===== src/rtl/psm_deadtime_monitor_pkg.sv =====
`default_nettype none
// ============================================================================
//  Module      : psm_pkg
//  Description : Shared encodings for the PSM dead-time generator/monitor pair:
//                gate-pair state codes, last-conducting-side codes, defaults.
//  Revision    : 1.0  initial release
// ============================================================================
package psm_pkg;

    // Default measurement width minus one (matches generator iSHIFT width)
    localparam int BITS_DATA_DEFAULT = 7;

    // Gate-pair states, taken directly from the registered {low, high} pair
    localparam logic [1:0] ST_DEAD  = 2'b00;
    localparam logic [1:0] ST_HI    = 2'b01;
    localparam logic [1:0] ST_LO    = 2'b10;
    localparam logic [1:0] ST_SHOOT = 2'b11;

    // Side that conducted most recently
    typedef enum logic [1:0] {
        SIDE_NONE = 2'd0,
        SIDE_HI   = 2'd1,
        SIDE_LO   = 2'd2
    } side_e;

endpackage : psm_pkg
`default_nettype wire


===== src/rtl/psm_deadtime_monitor_if.sv =====
`default_nettype none
// ============================================================================
//  Module      : psm_deadtime_monitor_if
//  Description : Gate-pair input, control and measurement/fault outputs of the
//                dead-time monitor. slave = monitor side, master = driver side.
//  Revision    : 1.0  initial release
// ============================================================================
interface psm_deadtime_monitor_if #(
    parameter int BITS_DATA = psm_pkg::BITS_DATA_DEFAULT
);
    logic [1:0]           iPSM;
    logic [BITS_DATA:0]   iMIN_DT;
    logic                 iCLR_FAULT;
    logic                 oPSM;
    logic [BITS_DATA:0]   oDT_RISE;
    logic [BITS_DATA:0]   oDT_FALL;
    logic [1:0]           oDT_VALID;
    logic                 oFAULT_SHOOT;
    logic                 oFAULT_DT;
    logic                 oFAULT;

    modport slave (
        input  iPSM, iMIN_DT, iCLR_FAULT,
        output oPSM, oDT_RISE, oDT_FALL, oDT_VALID, oFAULT_SHOOT, oFAULT_DT, oFAULT
    );

    modport master (
        output iPSM, iMIN_DT, iCLR_FAULT,
        input  oPSM, oDT_RISE, oDT_FALL, oDT_VALID, oFAULT_SHOOT, oFAULT_DT, oFAULT
    );
endinterface : psm_deadtime_monitor_if
`default_nettype wire


===== src/rtl/psm_deadtime_monitor_gap_counter.sv =====
`default_nettype none
// ============================================================================
//  Module      : psm_gap_counter
//  Description : Saturating up-counter with synchronous clear (priority over
//                enable) and asynchronous active-low reset.
//  Revision    : 1.0  initial release
// ============================================================================
module psm_gap_counter #(
    parameter int WIDTH = 8
) (
    input  wire logic             clk_i,
    input  wire logic             rst_ni,
    input  wire logic             clr_i,
    input  wire logic             en_i,
    output logic [WIDTH-1:0]      cnt_o
);

    logic [WIDTH-1:0] cnt_q;
    logic [WIDTH-1:0] cnt_d;

    // Next count: clear wins, otherwise count up and stick at all-ones
    always_comb begin
        cnt_d = cnt_q;
        if (clr_i) begin
            cnt_d = '0;
        end else if (en_i && (cnt_q != {WIDTH{1'b1}})) begin
            cnt_d = cnt_q + 1'b1;
        end
    end

    // Count register
    always_ff @(posedge clk_i or negedge rst_ni) begin
        if (!rst_ni) begin
            cnt_q <= '0;
        end else begin
            cnt_q <= cnt_d;
        end
    end

    assign cnt_o = cnt_q;

endmodule : psm_gap_counter
`default_nettype wire


===== src/rtl/psm_deadtime_monitor.sv =====
`default_nettype none
// ============================================================================
//  Module      : psm_deadtime_monitor
//  Description : Receive-side checker for the complementary gate pair.
//                Recovers PSM, measures every dead-time gap and raises sticky
//                shoot-through / dead-time-too-short faults.
//  Revision    : 1.0  initial release
// ============================================================================
module psm_deadtime_monitor
    import psm_pkg::*;
#(
    parameter int BITS_DATA = BITS_DATA_DEFAULT
) (
    input  wire logic               CLK,
    input  wire logic               RST,
    psm_deadtime_monitor_if.slave   bus
);

    localparam int W = BITS_DATA + 1;

    logic [1:0]   r_q;        // registered gate pair, the only view used below
    logic [1:0]   st_q;       // state of the previous cycle, for entry detection
    side_e        side_q, side_d;
    logic [W-1:0] gap_cnt;
    logic         gap_en;
    logic         gap_clr;
    logic         enter_hi;
    logic         enter_lo;
    logic         measure;

    logic         psm_q, psm_d;
    logic [W-1:0] rise_q, rise_d;
    logic [W-1:0] fall_q, fall_d;
    logic [1:0]   valid_q, valid_d;
    logic         fshoot_q, fshoot_d;
    logic         fdt_q, fdt_d;
    logic         fault_q, fault_d;

    assign gap_en   = (r_q == ST_DEAD);
    assign gap_clr  = (r_q != ST_DEAD);
    assign enter_hi = (r_q == ST_HI) && (st_q != ST_HI);
    assign enter_lo = (r_q == ST_LO) && (st_q != ST_LO);

    // Counts consecutive dead cycles; any conducting or shoot cycle restarts it
    psm_gap_counter #(
        .WIDTH (W)
    ) u_gap_counter (
        .clk_i  (CLK),
        .rst_ni (RST),
        .clr_i  (gap_clr),
        .en_i   (gap_en),
        .cnt_o  (gap_cnt)
    );

    // Measurement, PSM recovery and sticky fault next-state
    always_comb begin
        side_d  = side_q;
        psm_d   = psm_q;
        rise_d  = rise_q;
        fall_d  = fall_q;
        valid_d = 2'b00;
        measure = 1'b0;
        if (enter_hi) begin
            psm_d  = 1'b1;
            side_d = SIDE_HI;
            if (side_q == SIDE_LO) begin
                rise_d     = gap_cnt;
                valid_d[0] = 1'b1;
                measure    = 1'b1;
            end
        end
        if (enter_lo) begin
            psm_d  = 1'b0;
            side_d = SIDE_LO;
            if (side_q == SIDE_HI) begin
                fall_d     = gap_cnt;
                valid_d[1] = 1'b1;
                measure    = 1'b1;
            end
        end
        // A new fault condition overrides a simultaneous clear
        fdt_d    = (measure && (gap_cnt < bus.iMIN_DT)) || (fdt_q && !bus.iCLR_FAULT);
        fshoot_d = (r_q == ST_SHOOT) || (fshoot_q && !bus.iCLR_FAULT);
        fault_d  = fdt_d || fshoot_d;
    end

    // Input stage plus all state and output registers
    always_ff @(posedge CLK or negedge RST) begin
        if (!RST) begin
            r_q      <= ST_DEAD;
            st_q     <= ST_DEAD;
            side_q   <= SIDE_NONE;
            psm_q    <= 1'b0;
            rise_q   <= '0;
            fall_q   <= '0;
            valid_q  <= 2'b00;
            fshoot_q <= 1'b0;
            fdt_q    <= 1'b0;
            fault_q  <= 1'b0;
        end else begin
            r_q      <= bus.iPSM;
            st_q     <= r_q;
            side_q   <= side_d;
            psm_q    <= psm_d;
            rise_q   <= rise_d;
            fall_q   <= fall_d;
            valid_q  <= valid_d;
            fshoot_q <= fshoot_d;
            fdt_q    <= fdt_d;
            fault_q  <= fault_d;
        end
    end

    assign bus.oPSM         = psm_q;
    assign bus.oDT_RISE     = rise_q;
    assign bus.oDT_FALL     = fall_q;
    assign bus.oDT_VALID    = valid_q;
    assign bus.oFAULT_SHOOT = fshoot_q;
    assign bus.oFAULT_DT    = fdt_q;
    assign bus.oFAULT       = fault_q;

endmodule : psm_deadtime_monitor
`default_nettype wire


===== src/flat_wrapper.sv =====
// flat-port wrapper written by rule: the top's interface ports become plain ports
module psm_deadtime_monitor_flat import psm_pkg::*;
#(
    parameter int BITS_DATA = BITS_DATA_DEFAULT
)
  (CLK, RST, bus_iPSM, bus_iMIN_DT, bus_iCLR_FAULT, bus_oPSM, bus_oDT_RISE, bus_oDT_FALL, bus_oDT_VALID, bus_oFAULT_SHOOT, bus_oFAULT_DT, bus_oFAULT);
  psm_deadtime_monitor_if #(.BITS_DATA(BITS_DATA)) bus_i ();
  input  wire logic CLK;
  input  wire logic RST;
  input wire logic [$bits(bus_i.iPSM)-1:0] bus_iPSM;
  input wire logic [$bits(bus_i.iMIN_DT)-1:0] bus_iMIN_DT;
  input wire logic [$bits(bus_i.iCLR_FAULT)-1:0] bus_iCLR_FAULT;
  output wire logic [$bits(bus_i.oPSM)-1:0] bus_oPSM;
  output wire logic [$bits(bus_i.oDT_RISE)-1:0] bus_oDT_RISE;
  output wire logic [$bits(bus_i.oDT_FALL)-1:0] bus_oDT_FALL;
  output wire logic [$bits(bus_i.oDT_VALID)-1:0] bus_oDT_VALID;
  output wire logic [$bits(bus_i.oFAULT_SHOOT)-1:0] bus_oFAULT_SHOOT;
  output wire logic [$bits(bus_i.oFAULT_DT)-1:0] bus_oFAULT_DT;
  output wire logic [$bits(bus_i.oFAULT)-1:0] bus_oFAULT;
  assign bus_i.iPSM = bus_iPSM;
  assign bus_i.iMIN_DT = bus_iMIN_DT;
  assign bus_i.iCLR_FAULT = bus_iCLR_FAULT;
  assign bus_oPSM = bus_i.oPSM;
  assign bus_oDT_RISE = bus_i.oDT_RISE;
  assign bus_oDT_FALL = bus_i.oDT_FALL;
  assign bus_oDT_VALID = bus_i.oDT_VALID;
  assign bus_oFAULT_SHOOT = bus_i.oFAULT_SHOOT;
  assign bus_oFAULT_DT = bus_i.oFAULT_DT;
  assign bus_oFAULT = bus_i.oFAULT;
  psm_deadtime_monitor #(.BITS_DATA(BITS_DATA)) u_core (.CLK(CLK), .RST(RST), .bus(bus_i));
endmodule

===== config.mk =====
export PLATFORM = sky130hd
export DESIGN_NAME = psm_deadtime_monitor_flat
export DESIGN_NICKNAME = d
export VERILOG_FILES = /design/src/rtl/psm_deadtime_monitor_pkg.sv /design/src/rtl/psm_deadtime_monitor_if.sv /design/src/rtl/psm_deadtime_monitor_gap_counter.sv /design/src/rtl/psm_deadtime_monitor.sv /design/src/flat_wrapper.sv
export SDC_FILE = /design/constraint.sdc
export NUM_CORES = 1
export LEC_CHECK = 0
export ABC_AREA = 1
export ABC_CLOCK_PERIOD_IN_PS = 1500
export BUFFER_PORTS_ARGS = -buffer_cell sky130_fd_sc_hd__buf_2
export CAP_MARGIN = 20
export CORE_MARGIN = 2
export CORE_UTILIZATION = 53
export CTS_CLUSTER_DIAMETER = 50
export DETAILED_ROUTE_END_ITERATION = 8
export GPL_TIMING_DRIVEN = 0
export PLACE_DENSITY_LB_ADDON = 0.08
export SYNTH_ARGS = -nofsm -noshare
export SYNTH_HDL_FRONTEND = slang
export SYNTH_SLANG_ARGS = --single-unit

===== constraint.sdc =====
create_clock -name CLK -period 1.5 [get_ports CLK]
set_input_delay 0.3 -clock CLK [delete_from_list [all_inputs] [get_ports CLK]]
set_output_delay 0.3 -clock CLK [all_outputs]
set_load 0.05 [all_outputs]

==> metrics <==
status complete, but fails checks; violated checks DRC; slowest cell on the critical path dfrtp_1; synth cell count leaders nand2_1 (52), dfrtp_1 (35), inv_1 (29); cell count after placement between 200 and 250; Residual DRC 4; R2R depth 8; clock share of power 0.279; asr flop ratio synth 1.000; clk buf depth 2; IO Pins 35; post-synth cell types 19; Fin Setup TNS 0 ps; number of I/O port buffers 34; FF-to-FF setup slack approximately 150 ps; Max-Cap Viols 0; CTS buffer count 5; Inserted Diodes 0; leak pwr roughly 1.1 nW; CTS root buffer clkbuf_4; initial antenna violation count 0; internal power about 1.3 mW; die extent in x ~60 um; Final Hold Fails 0; pwr dens 980.4 nW/um^2; post-detail-place hpwl approximately 2.4 mm; WL final 3.139 mm; CTS sink count 35; CP endpoint kind flop; Max transition margin 0.5046; fraction of layout cells with a size suffix above 1 0.2591; CP Max Fanout 5; Ys Warns 0; max incr delay on CP just over 400 ps; Slew Viols, Final 0; post-route core utilization 0.6677; crit-path cells ha_1, nand2_1, inv_1, nand2_2, nor2_4, nand2_2, nand3_1, o21ai_2; cell repeated most along the worst path nand2_2; count leader, synth nand2_1; drt via density ~5.1; Comb power frac 0.166; Clk pin slew, worst setup/hold paths approximately 90 ps; largest net degree at the start of global routing 36; core region area roughly 2800 sq um; dominant synthesized flop cell dfrtp_1; chip height between 50 and 60 um; # Post-CTS Setup Buffers 0; Detailed Route Iter0 Violations between 70 and 80; RR Startpoint u_core.u_gap_counter.cnt_o[1]; Critical Path Source u_core.u_gap_counter.cnt_o[1]; CP bufs+invs 1; post-synthesis sequential area ratio 0.5486; WL per Instance 12.51 um; register bit total from synthesis 35; htree depth 2; minimum clock period between 1000 and 1500 ps; FMAX ~740 MHz; Overflow after GRT 0; Worst-Skew Late Latency ~340 ps; DRT Pass-1 Iters 6; RSZ-0062 raised after global routing no; Avg Cell Area, Syn ~9 sq um; die area between 3000 and 4000 sq um; cell area after placement about 1800 sq um; Via Count roughly 1300; Final Skew approximately 6.7 ps; first-pass GRT wire length around 5.3 mm; Setup CP Type reg2reg; worst r2r dst u_core.u_gap_counter.cnt_o[0]; VDD IR max between 0.5 and 0.6 mV; top cell family by delay on the critical path simple AND/OR/NAND/NOR gates; startpoint types flop; Post-Layout Inst Area between 1500 and 2000 sq um; total track usage 0.2097; vias in the first global route roughly 1200; crit path DAT ~1600 ps; Total Nets Final 241; row cnt 19; Synth area leaders dfrtp_1 (55%), nand2_1 (12%), inv_1 (6.8%); Worst Max-Slew Pin Slew approximately 740 ps; Hold Crit Class in2async; # setup viols final 0; Synth Net Count 200; Initial Util 0.5691; mapped cell area about 1600 sq um; switch share 0.3022; Critical Path RT between 1500 and 2000 ps; Synth-to-Final Area Change 17.32%; RD Place Congestion about 0.83; Seq pwr share 0.555; CTS tree done; Synth top area share 0.5486; number of synthesized flops with an enable pin 0; net load switching power 0.5549 mW; Synth area leader dfrtp_1; final worst path period share 0.8999; Syn Inst Count ~180; Post-Layout Cell Count roughly 250; ANT nets after route 0
[sequential cells by signal, indices dropped and copies added, names as in the netlist]
signal and count:
u_core.bus.oDT_VALID 2, u_core.bus.oFAULT_SHOOT 1, u_core.bus.oDT_RISE 8, u_core.bus.oFAULT 1, u_core.st_q 2, u_core.bus.oDT_FALL 8, u_core.r_q 2, u_core.side_q 2
u_core.bus.oFAULT_DT 1, u_core.u_gap_counter.cnt_o 8
[power groups by stage]
stage               combinational [mW]  sequential (mW)  clock [mW]
finish                           0.306             1.02       0.512
global route                     0.332             1.03       0.591
CTS                              0.308             1.02       0.532
detailed placement               0.308             1.04           0
global placement                 0.298             1.03           0
floorplan                       0.0879             1.16           0
[how the worst max path moves through the flow]
stage / depth (start not counted) / slack, ps / to
5_1_grt: 6 / 30 / u_core.bus.oDT_FALL[6]
3_3_place_gp: 6 / 150 / u_core.bus.oFAULT
3_5_place_dp: 6 / 140 / u_core.bus.oFAULT
4_1_cts: 3 / 120 / u_core.u_gap_counter.cnt_o[3]
6_report: 8 / 150 / u_core.u_gap_counter.cnt_o[0]
2_1_floorplan: 6 / 130 / u_core.bus.oDT_FALL[6]
[metal layers]
layer | track usage | share of wire
met4 | 0.08117 | 0.022
met1 | 0.2536 | 0.44
met5 | 0 | 0
met3 | 0.06813 | 0.055
met2 | 0.3476 | 0.48
[area by class of cell]
type                            count  area (sq um)
Inverter                           29         108.9
Sequential cell                    35         877.1
Clock inverter                      1         5.005
Fill cell                         241         932.1
Multi-Input combinational cell    113         599.3
Clock buffer                        6         51.30
Timing Repair Buffer               34         170.2
Buffer                              2         22.52
Tap cell                           31         38.79
[metrics by stage]
stage                     total power, mW  worst slack (ps)  hold WS [ps]
after global routing                1.949             30.48         35.70
after floorplan                     1.245             128.1         4.409
after global placement              1.330             149.5         395.6
after detailed placement            1.345             142.8         409.0
after CTS                           1.859             122.3         33.10
final                               1.836             150.1         18.20
[cell usage in the layout, fill, tap and decap left out, types with 3 or more instances in the layout]
master	n
nand2_1	52
buf_2	34
dfrtp_1	34
inv_1	29
o21ai_1	14
nor2_1	9
ha_1	8
nand3_1	6
clkbuf_4	5
nand3_2	3
a21oi_1	3
nand2_2	3
o21ai_0	3
[worst register-to-register path, cell delays in order (launching register included)]
cell and delay (ps):
dfrtp_1 410, ha_1 190, nand2_1 70, inv_1 110, nand2_2 90, nor2_4 120
nand2_2 100, nand3_1 100, o21ai_2 50
[cells by family (layout without fill, tap and decap cells)]
family                     Yosys count  count (layout)  share of synthesized area
AOI/OAI and AO/OA                   28              28                    0.09718
DFF                                 35              35                     0.5486
buffers and inverters               31              72                    0.08228
and+or+nand+nor                     77              77                     0.2093
adders and majority gates            8               8                    0.06270
[what timing repair did]
action	in CTS	in global routing
gates resized for setup	0	4
setup endpoints to repair	0	4
hold buffers	0	0
Power figures use the tool's default switching activity.
